==> config.mk <==
export PLATFORM = sky130hd
export DESIGN_NAME = sim_jtag_sequencer
export DESIGN_NICKNAME = d
export VERILOG_FILES = /design/src/rtl/sim_jtag_sequencer.sv
export SDC_FILE = /design/constraint.sdc
export NUM_CORES = 1
export LEC_CHECK = 0
export ABC_AREA = 0
export BUFFER_PORTS_ARGS = -buffer_cell sky130_fd_sc_hd__buf_2
export CELL_PAD_IN_SITES_DETAIL_PLACEMENT = 1
export CELL_PAD_IN_SITES_GLOBAL_PLACEMENT = 1
export CORE_MARGIN = 2
export CORE_UTILIZATION = 45
export DETAILED_ROUTE_END_ITERATION = 10
export PLACE_DENSITY = 0.91
export SYNTH_ARGS = -nofsm -noshare
export SYNTH_HDL_FRONTEND = slang
export SYNTH_SLANG_ARGS = --single-unit
==> constraint.sdc <==
create_clock -name clock -period 6.7 [get_ports clock]
set_input_delay 1.34 -clock clock [delete_from_list [all_inputs] [get_ports clock]]
set_output_delay 1.34 -clock clock [all_outputs]
set_load 0.01 [all_outputs]
==> src/rtl/sim_jtag_sequencer.sv <==
// Command-driven JTAG bit-bang driver with buffered TDO capture responses.
// Optional build macro SIM_JTAG_SEQUENCER_TDO_CHECK_EN flags captures of undriven TDO.
//
// state  | meaning
// IDLE   | waiting for a command
// TCK_LO | TCK low phase of a CLOCK command, TMS/TDI already updated
// TCK_HI | TCK high phase; TDO sampled on entry
// TRST   | TRSTn asserted for the requested cycle count
// WAIT   | pins held for the requested cycle count
// DONE   | EXIT seen; no further commands until reset
module sim_jtag_sequencer #(
  parameter int          TCK_DIV   = 2,
  parameter int          N_CHAINS  = 1,
  parameter int          RSP_DEPTH = 4,
  parameter logic [15:0] LFSR_SEED = 16'hACE1
) (
  input  logic                                             clock,
  input  logic                                             reset,
  input  logic                                             enable,
  input  logic                                             init_done,
  input  logic                                             cmd_valid,
  output logic                                             cmd_ready,
  input  logic [1:0]                                       cmd_op,
  input  logic                                             cmd_tms,
  input  logic                                             cmd_tdi,
  input  logic                                             cmd_capture,
  input  logic [((N_CHAINS > 1) ? $clog2(N_CHAINS) : 1)-1:0] cmd_chain,
  input  logic [31:0]                                      cmd_data,
  output logic                                             rsp_valid,
  input  logic                                             rsp_ready,
  output logic                                             rsp_tdo,
  output logic                                             jtag_TCK,
  output logic                                             jtag_TMS,
  output logic                                             jtag_TDI,
  output logic                                             jtag_TRSTn,
  input  logic [N_CHAINS-1:0]                              jtag_TDO_data,
  input  logic [N_CHAINS-1:0]                              jtag_TDO_driven,
  output logic [31:0]                                      exit
);

  localparam int              CW       = (N_CHAINS > 1) ? $clog2(N_CHAINS) : 1;
  localparam int              NX       = 1 << CW;
  localparam int              PW       = (RSP_DEPTH > 1) ? $clog2(RSP_DEPTH) : 1;
  localparam int              NW       = $clog2(RSP_DEPTH + 1);
  localparam logic [31:0]     DIV_M1   = 32'(TCK_DIV - 1);
  localparam logic [PW-1:0]   PTR_LAST = PW'(RSP_DEPTH - 1);
  localparam logic [NW-1:0]   DEPTH_N  = NW'(RSP_DEPTH);

  localparam logic [1:0] OP_CLOCK = 2'd0;
  localparam logic [1:0] OP_TRST  = 2'd1;
  localparam logic [1:0] OP_WAIT  = 2'd2;

  typedef enum logic [2:0] {
    S_IDLE, S_TCK_LO, S_TCK_HI, S_TRST, S_WAIT, S_DONE
  } state_t;

  state_t          state_q, state_d;
  logic [31:0]     cnt_q, cnt_d;
  logic            tck_q, tck_d;
  logic            tms_q, tms_d;
  logic            tdi_q, tdi_d;
  logic            trstn_q, trstn_d;
  logic [31:0]     exit_q, exit_d;
  logic [15:0]     lfsr_q, lfsr_d, lfsr_nxt;
  logic            capture_q, capture_d;
  logic [CW-1:0]   chain_q, chain_d;
  logic            rdy_q, rdy_d;
  logic            rsp_valid_q, rsp_valid_d;
  logic            rsp_tdo_q, rsp_tdo_d;
  logic [PW-1:0]   wr_ptr_q, wr_ptr_d;
  logic [PW-1:0]   rd_ptr_q, rd_ptr_d;
  logic [NW-1:0]   count_q, count_d;
  logic            mem [RSP_DEPTH];

  logic            accept, sample, push, pop;
  logic [NX-1:0]   drv_ext, dat_ext;
  logic            tdo_drv, tdo_sel;

`ifdef SIM_JTAG_SEQUENCER_TDO_CHECK_EN
  logic            err_q, err_d;
`endif

  function automatic logic [PW-1:0] ptr_inc(input logic [PW-1:0] p);
    return (p == PTR_LAST) ? '0 : p + 1'b1;
  endfunction

  // Chains beyond N_CHAINS read as undriven, so they fall back to the LFSR bit.
  always_comb begin
    drv_ext                 = '0;
    dat_ext                 = '0;
    drv_ext[N_CHAINS-1:0]   = jtag_TDO_driven;
    dat_ext[N_CHAINS-1:0]   = jtag_TDO_data;
    tdo_drv                 = drv_ext[chain_q];
    tdo_sel                 = tdo_drv ? dat_ext[chain_q] : lfsr_q[0];
    lfsr_nxt = {lfsr_q[0] ^ lfsr_q[2] ^ lfsr_q[3] ^ lfsr_q[5], lfsr_q[15:1]};
  end

  assign cmd_ready = rdy_q & enable & init_done;
  assign accept    = cmd_valid & cmd_ready;
  assign sample    = (state_q == S_TCK_LO) && (cnt_q == 32'd0);

  always_comb begin
    state_d   = state_q;
    cnt_d     = cnt_q;
    tck_d     = tck_q;
    tms_d     = tms_q;
    tdi_d     = tdi_q;
    trstn_d   = trstn_q;
    exit_d    = exit_q;
    lfsr_d    = lfsr_q;
    capture_d = capture_q;
    chain_d   = chain_q;
    push      = 1'b0;
`ifdef SIM_JTAG_SEQUENCER_TDO_CHECK_EN
    err_d     = err_q;
`endif
    case (state_q)
      S_IDLE: begin
        if (accept) begin
          case (cmd_op)
            OP_CLOCK: begin
              state_d   = S_TCK_LO;
              cnt_d     = DIV_M1;
              tck_d     = 1'b0;
              tms_d     = cmd_tms;
              tdi_d     = cmd_tdi;
              capture_d = cmd_capture;
              chain_d   = cmd_chain;
            end
            OP_TRST: begin
              state_d = S_TRST;
              trstn_d = 1'b0;
              cnt_d   = (cmd_data == 32'd0) ? 32'd0 : cmd_data - 32'd1;
            end
            OP_WAIT: begin
              if (cmd_data != 32'd0) begin
                state_d = S_WAIT;
                cnt_d   = cmd_data - 32'd1;
              end
            end
            default: begin
              state_d = S_DONE;
              exit_d  = {cmd_data[30:0], 1'b1};
            end
          endcase
        end
      end
      S_TCK_LO: begin
        if (sample) begin
          state_d = S_TCK_HI;
          cnt_d   = DIV_M1;
          tck_d   = 1'b1;
          lfsr_d  = lfsr_nxt;
          push    = capture_q;
`ifdef SIM_JTAG_SEQUENCER_TDO_CHECK_EN
          if (capture_q && !tdo_drv) begin
            err_d  = 1'b1;
            exit_d = 32'h3;
          end
`endif
        end else begin
          cnt_d = cnt_q - 32'd1;
        end
      end
      S_TCK_HI: begin
        if (cnt_q == 32'd0) begin
          state_d = S_IDLE;
`ifdef SIM_JTAG_SEQUENCER_TDO_CHECK_EN
          if (err_q) state_d = S_DONE;
`endif
        end else begin
          cnt_d = cnt_q - 32'd1;
        end
      end
      S_TRST: begin
        if (cnt_q == 32'd0) begin
          state_d = S_IDLE;
          trstn_d = 1'b1;
        end else begin
          cnt_d = cnt_q - 32'd1;
        end
      end
      S_WAIT: begin
        if (cnt_q == 32'd0) state_d = S_IDLE;
        else                cnt_d   = cnt_q - 32'd1;
      end
      S_DONE:  state_d = S_DONE;
      default: state_d = S_IDLE;
    endcase
  end

  // rsp_valid ignores this cycle's push so a response always shows one cycle later.
  always_comb begin
    pop         = rsp_valid_q & rsp_ready;
    count_d     = count_q + NW'(push) - NW'(pop);
    wr_ptr_d    = push ? ptr_inc(wr_ptr_q) : wr_ptr_q;
    rd_ptr_d    = pop  ? ptr_inc(rd_ptr_q) : rd_ptr_q;
    rsp_valid_d = (count_q - NW'(pop)) != '0;
    rsp_tdo_d   = mem[rd_ptr_d];
    rdy_d       = (state_d == S_IDLE) && (count_d < DEPTH_N);
  end

  always_ff @(posedge clock) begin
    if (reset) begin
      state_q     <= S_IDLE;
      cnt_q       <= '0;
      tck_q       <= 1'b0;
      tms_q       <= 1'b1;
      tdi_q       <= 1'b0;
      trstn_q     <= 1'b1;
      exit_q      <= '0;
      lfsr_q      <= LFSR_SEED;
      capture_q   <= 1'b0;
      chain_q     <= '0;
      rdy_q       <= 1'b0;
      rsp_valid_q <= 1'b0;
      rsp_tdo_q   <= 1'b0;
      wr_ptr_q    <= '0;
      rd_ptr_q    <= '0;
      count_q     <= '0;
    end else begin
      state_q     <= state_d;
      cnt_q       <= cnt_d;
      tck_q       <= tck_d;
      tms_q       <= tms_d;
      tdi_q       <= tdi_d;
      trstn_q     <= trstn_d;
      exit_q      <= exit_d;
      lfsr_q      <= lfsr_d;
      capture_q   <= capture_d;
      chain_q     <= chain_d;
      rdy_q       <= rdy_d;
      rsp_valid_q <= rsp_valid_d;
      rsp_tdo_q   <= rsp_tdo_d;
      wr_ptr_q    <= wr_ptr_d;
      rd_ptr_q    <= rd_ptr_d;
      count_q     <= count_d;
    end
  end

  always_ff @(posedge clock) begin
    if (!reset && push) mem[wr_ptr_q] <= tdo_sel;
  end

`ifdef SIM_JTAG_SEQUENCER_TDO_CHECK_EN
  always_ff @(posedge clock) begin
    if (reset) err_q <= 1'b0;
    else       err_q <= err_d;
  end

  always_ff @(posedge clock) begin
    if (!reset && sample && capture_q && !tdo_drv)
      $error("sim_jtag_sequencer: captured undriven TDO on chain %0d", chain_q);
  end
`endif

  assign rsp_valid  = rsp_valid_q;
  assign rsp_tdo    = rsp_tdo_q;
  assign jtag_TCK   = tck_q;
  assign jtag_TMS   = tms_q;
  assign jtag_TDI   = tdi_q;
  assign jtag_TRSTn = trstn_q;
  assign exit       = exit_q;

endmodule

* Word level (Yosys, flattened, before mapping)
Memories as Yosys holds them, arrays and structs flattened. A register that Yosys moved wholly into a read port is not among the register bits.
Cells that the tools add are included.
** Cells by class
- Add/subtract/negate cells :: 7
- $lt $le $gt $ge :: 2
- Mux-type cells :: 33
- Reductions and logical operators :: 22
- Equal/unequal tests :: 17
- Bitwise gates (word level) :: 8
** Operator list (number)
- $pmux W32 S3 :: 2
- $mux W32 :: 5
- $logic_not A32 Y1 :: 2
- $sub A32 B1 Y32 const B :: 2
- $reduce_bool A32 Y1 :: 1
- $mux W1 :: 15
- $mux W3 :: 4
- $pmux W3 S4 :: 1
- $pmux W3 S3 :: 1
- $ne A2 B2 Y1 const B :: 4
- $reduce_and A4 Y1 :: 2
- $eq A2 B2 Y1 const B :: 3
- $eq A3 B2 Y1 const B :: 2
- $eq A3 B3 Y1 const B :: 2
- $logic_not A3 Y1 :: 2
- $mux W2 :: 3
- $reduce_and A3 Y1 :: 2
- $reduce_bool A3 Y1 :: 2
- $reduce_or A3 Y1 :: 2
- $sub A3 B1 Y3 :: 2
- $reduce_and A5 Y1 :: 1
- $add A2 B1 Y2 const B :: 2
- $and A1 B1 Y1 :: 4
- $ne A2 B1 Y1 const B :: 2
- other kinds (15) :: 21
** Word-level totals
- Output and inout bits :: 39
- Word-level logic and storage cells :: 105
- Memories :: 1
- Flip-flop bits (word level) :: 98
- Bits in writable memories :: 4
- Input port bits :: 46
** Memories
- mem :: words 4, width 1, rd ports 1, clocked after memory_dff 1, write ports 1, RTL line 73 : logic mem [RSP_DEPTH];

* Longest topological paths before layout
- Depth in word-level cells :: 8
- Depth in mapped cells :: 14
- Gate-level depth less buffers :: 14

* Least setup slack after synthesis
OpenSTA, ideal clock, no wires.
- Path type :: input to register
- Start point :: input cmd_data[9]
- End point :: register cnt_q[31]
- Cell stages on the path :: 8
- Arrival :: 3.222 ns
- Path slack :: 3.361 ns
- Required time :: 6.583 ns
- Path buffers :: 1
- Setup time :: 0.117 ns
- Cell sequence :: clkbuf_1 -> or4_1 -> nor3_4 -> nand4b_1 -> nor4b_2 -> xnor2_1 -> o21ai_1 -> a32o_1
** Between the ends
- Cells in the longest elaborated chain, start to end :: 5
- Elaborated cells on any way between the ends :: 10
- Classes of those cells :: 1 x add/sub; 1 x eq/ne; 5 x mux; 3 x reduce/logical
** RTL lines
- start: declaration :: RTL line 28 : input logic [31:0] cmd_data,
- $sub A32 B1 Y32 or $logic_not A32 Y1 (tied branches) :: RTL line 133, 138
- $mux W32, on equally long branches :: RTL line 136, 133
- $pmux W32 S3 :: RTL line 120 : case (cmd_op)
- $mux W32 :: RTL line 119 : if (accept) begin
- $pmux W32 S3 :: RTL line 117 : case (state_q)
- end signal: assignment :: RTL line 223 : cnt_q <= cnt_d;
- end: declaration :: RTL line 58 : logic [31:0] cnt_q, cnt_d;
Parallel ways exist; a longest one is shown, timed or not. The select of a mux whose other input is x is not followed.
A chain may end at the register's enable or synchronous reset.

* Worst setup path in the final report
- Start point :: input cmd_data[0]
- End point :: register cnt_q[24]
Same word-level chain as after synthesis.

==> results.toml <==
[route]
wl_met2_mm = 8.882
wl_met1_mm = 7.917
drc_errors = 0
top_layer_used = "met4"
routedWlPerCell_um = 18.56
wl_met3_um = 610
wl_mm = 17.78
ant_nets = 0
vias = 5611
drtIter0Drc = 321
firstDrtPassIters = 5
avgViaCountPerCell = 5.857

[clock_tree]
htree_levels = 3
cts_hold_buffers = 0
cts_setup_buffers = 0
worstSkewPairLatency_ns = 0.36
cts_tree = "built"
cts_buffer_depth = 2
clkSlewWorstSetupHoldPaths_ns = 0.07
clock_sinks = 103
numCtsBuffers = 9
cts_resized = 0
root_buffer = "clkbuf_16"

[worst_hold_path]
hold_path_class = "reg2reg"

[logic_synthesis]
synthCells = 731
yosysWarnings = 0
synth_enable_flop_cells = 4
synth-seq-area-share_pct = 37.37
async_flop_share_pct = 0
synth_area_mm2 = 0.005625
synth_nets = 792
ys.flop_type = "dfxtp_1"
ys_types = 63
syn_area_per_cell_um2 = 7.695
synth-seq-cells = 103

[floorplan]
die_x_um = 115.8
core_area_mm2 = 0.01211
dieArea_mm2 = 0.01341
start_util_pct = 46.45
rows = 40
io_pins = 85
fp.dieH_um = 115.8

[timing]
fmax_mhz = 226.9
rsz0062_at_grt = "no"
period_needed_ns = 4.407
report.final.slew_viol_count = 0
worst_slew_pin_slew_ns = 1.329
clock_skew_ns = 0.007379
setup_viol = 0
min_period_over_period_pct = 65.78
finalSetupTns_ns = 0
slew_headroom_pct = 11.39
hold_violations = 0

[cells_and_area]
final_util_pct = 52.64
area_delta_synth_final_pct = 13.35
multi_input_area_mm2 = 0.003233
drive_gt1_share_pct = 15.19
final.fill_count = 1569
regArea_mm2 = 0.002102
antenna_cells = 0
nets = 846

[global_routing]
grt_pass1_wl_mm = 28.66
antenna_found_initial = 0
grt-ovfl-total = 0
grt_max_degree = 89
grt_pass1_vias = 5703
track_usage_pct = 26.96

[placement]
gp_congestion = 0.8900
dp_hpwl_mm = 12.54
io_buffers = 84

[pwr]
p_per_area_mw_per_mm2 = 245.2
peakVddDrop_v = 0.0001184
leakage_nw = 2.402

[critical_path]
start_kind = "input port"
setup.worst_path.class = "in2reg"
end_kind = "flop"
crit_fanout = 35
crit_required_ns = 6.97
arrival_ns = 4.68

[status]
status = "finished clean"

[run]
maxCapViolCount = 0
==> where the power goes <==
group	switching, mW	internal (mW)
combinational	0.216	0.115
clock	0.250	0.327
sequential	0.0164	0.640
==> flip-flops by register name (all words and copies together), names as in the netlist <==
signal      count
capture_q       1
lfsr_q         16
mem             4
cnt_q          32
jtag_TCK        1
count_q         3
rdy_q           1
wr_ptr_q        2
rsp_tdo         1
jtag_TRSTn      1
exit           32
rd_ptr_q        2
jtag_TDI        1
rsp_valid       1
state_q         3
chain_q         1
jtag_TMS        1
==> per-layer routing <==
| layer | vias up | track usage (%) |
|---|---|---|
| met5 | - | 0 |
| met4 | 0 | 9.921 |
| met3 | 27 | 3.556 |
| met2 | 136 | 46.24 |
| met1 | 2774 | 34.78 |
| li1 | 2674 | - |
==> cells in the mapped netlist, drive strengths merged (7+ instances only) <==
library cell / instances / share of area [%]
a21oi: 86 / 7.7
and2: 7 / 0.78
buf: 16 / 2.0
clkbuf: 29 / 1.9
dfxtp: 99 / 35
ha: 14 / 3.1
inv: 18 / 1.2
nand2: 136 / 9.1
nand3: 22 / 2.0
nor2: 70 / 4.8
nor3: 24 / 2.5
nor4: 19 / 2.6
o21a: 7 / 0.93
o21ai: 46 / 4.2
o22ai: 14 / 1.6
or3: 7 / 0.87
or4: 11 / 1.6
xnor2: 20 / 3.1
xor2: 14 / 2.2
==> worst max-delay path: stages <==
cell,delay [ns]
buf_2,0.12
inv_1,0.07
ha_1,0.22
nor4b_1,0.63
and3_1,0.36
nand4_1,0.11
a22oi_1,0.23
and2_1,1.04
o21ai_0,0.29
a21oi_1,0.23
==> path summary, 6_finish.rpt <==
check	from	end	slack [ns]	cells past startpoint
max	cmd_data[0]	cnt_q[24]	2.29	10
min	lfsr_q[12]	lfsr_q[12]	0.45	2
max reg2reg	cnt_q[0]	rdy_q	2.64	14
min reg2reg	lfsr_q[12]	lfsr_q[12]	0.45	2
==> cells in the final DEF, fill, tap and decap left out, types with 3 or more instances in the layout <==
| master | count |
|---|---|
| buf_4 | 4 |
| nand4b_1 | 3 |
| nor2b_1 | 4 |
| o21ai_1 | 20 |
| nor4_1 | 16 |
| inv_1 | 18 |
| or3_1 | 6 |
| a31oi_1 | 5 |
| nor3b_1 | 6 |
| and3_1 | 6 |
| o21a_1 | 7 |
| or4_1 | 9 |
| clkbuf_16 | 9 |
| o21ai_0 | 25 |
| o22ai_1 | 14 |
| a21oi_1 | 86 |
| xnor2_1 | 20 |
| dfxtp_1 | 99 |
| mux2i_1 | 4 |
| buf_2 | 84 |
| nand3_1 | 21 |
| nand2_1 | 136 |
| o32ai_1 | 6 |
| and2_1 | 6 |
| nor2_1 | 69 |
| nor3_1 | 22 |
| xor2_1 | 14 |
| ha_1 | 14 |
| edfxtp_1 | 4 |
| nand4_1 | 5 |
==> stage by stage <==
stage / worst slack [ns] / instances / hold slack [ns] / area (um2) / total power, mW
after floorplan: 3.361 / 731 / 0.4315 / 5625 / 0.8937
after global placement: 2.326 / 942 / 0.4387 / 6063 / 0.9731
after detailed placement: 2.081 / 942 / 0.4478 / 6063 / 0.9903
after CTS: 2.366 / 958 / 0.4594 / 6376 / 1.564
after global routing: 2.046 / 958 / 0.4735 / 6376 / 1.624
final: 2.293 / 958 / 0.4533 / 6376 / 1.564
==> area by class of cell <==
type                       count  share of cell area [%]
multi-input combinational    565                   50.71
sequential                   103                   32.97
timing repair buffer          88                   7.064
clock buffer                  10                   3.591
tap                          168                   3.297
clock inverter                 6                   1.315
inverter                      18                   1.060
==> cell families after synthesis <==
| family | synth area share, % |
|---|---|
| compound gates | 18.28 |
| xor+xnor | 5.294 |
| fa+ha+maj | 3.470 |
| buf+inv | 5.160 |
| flops | 37.37 |
| mux | 1.312 |
| simple gates | 29.12 |
Power figures use the tool's default switching activity.
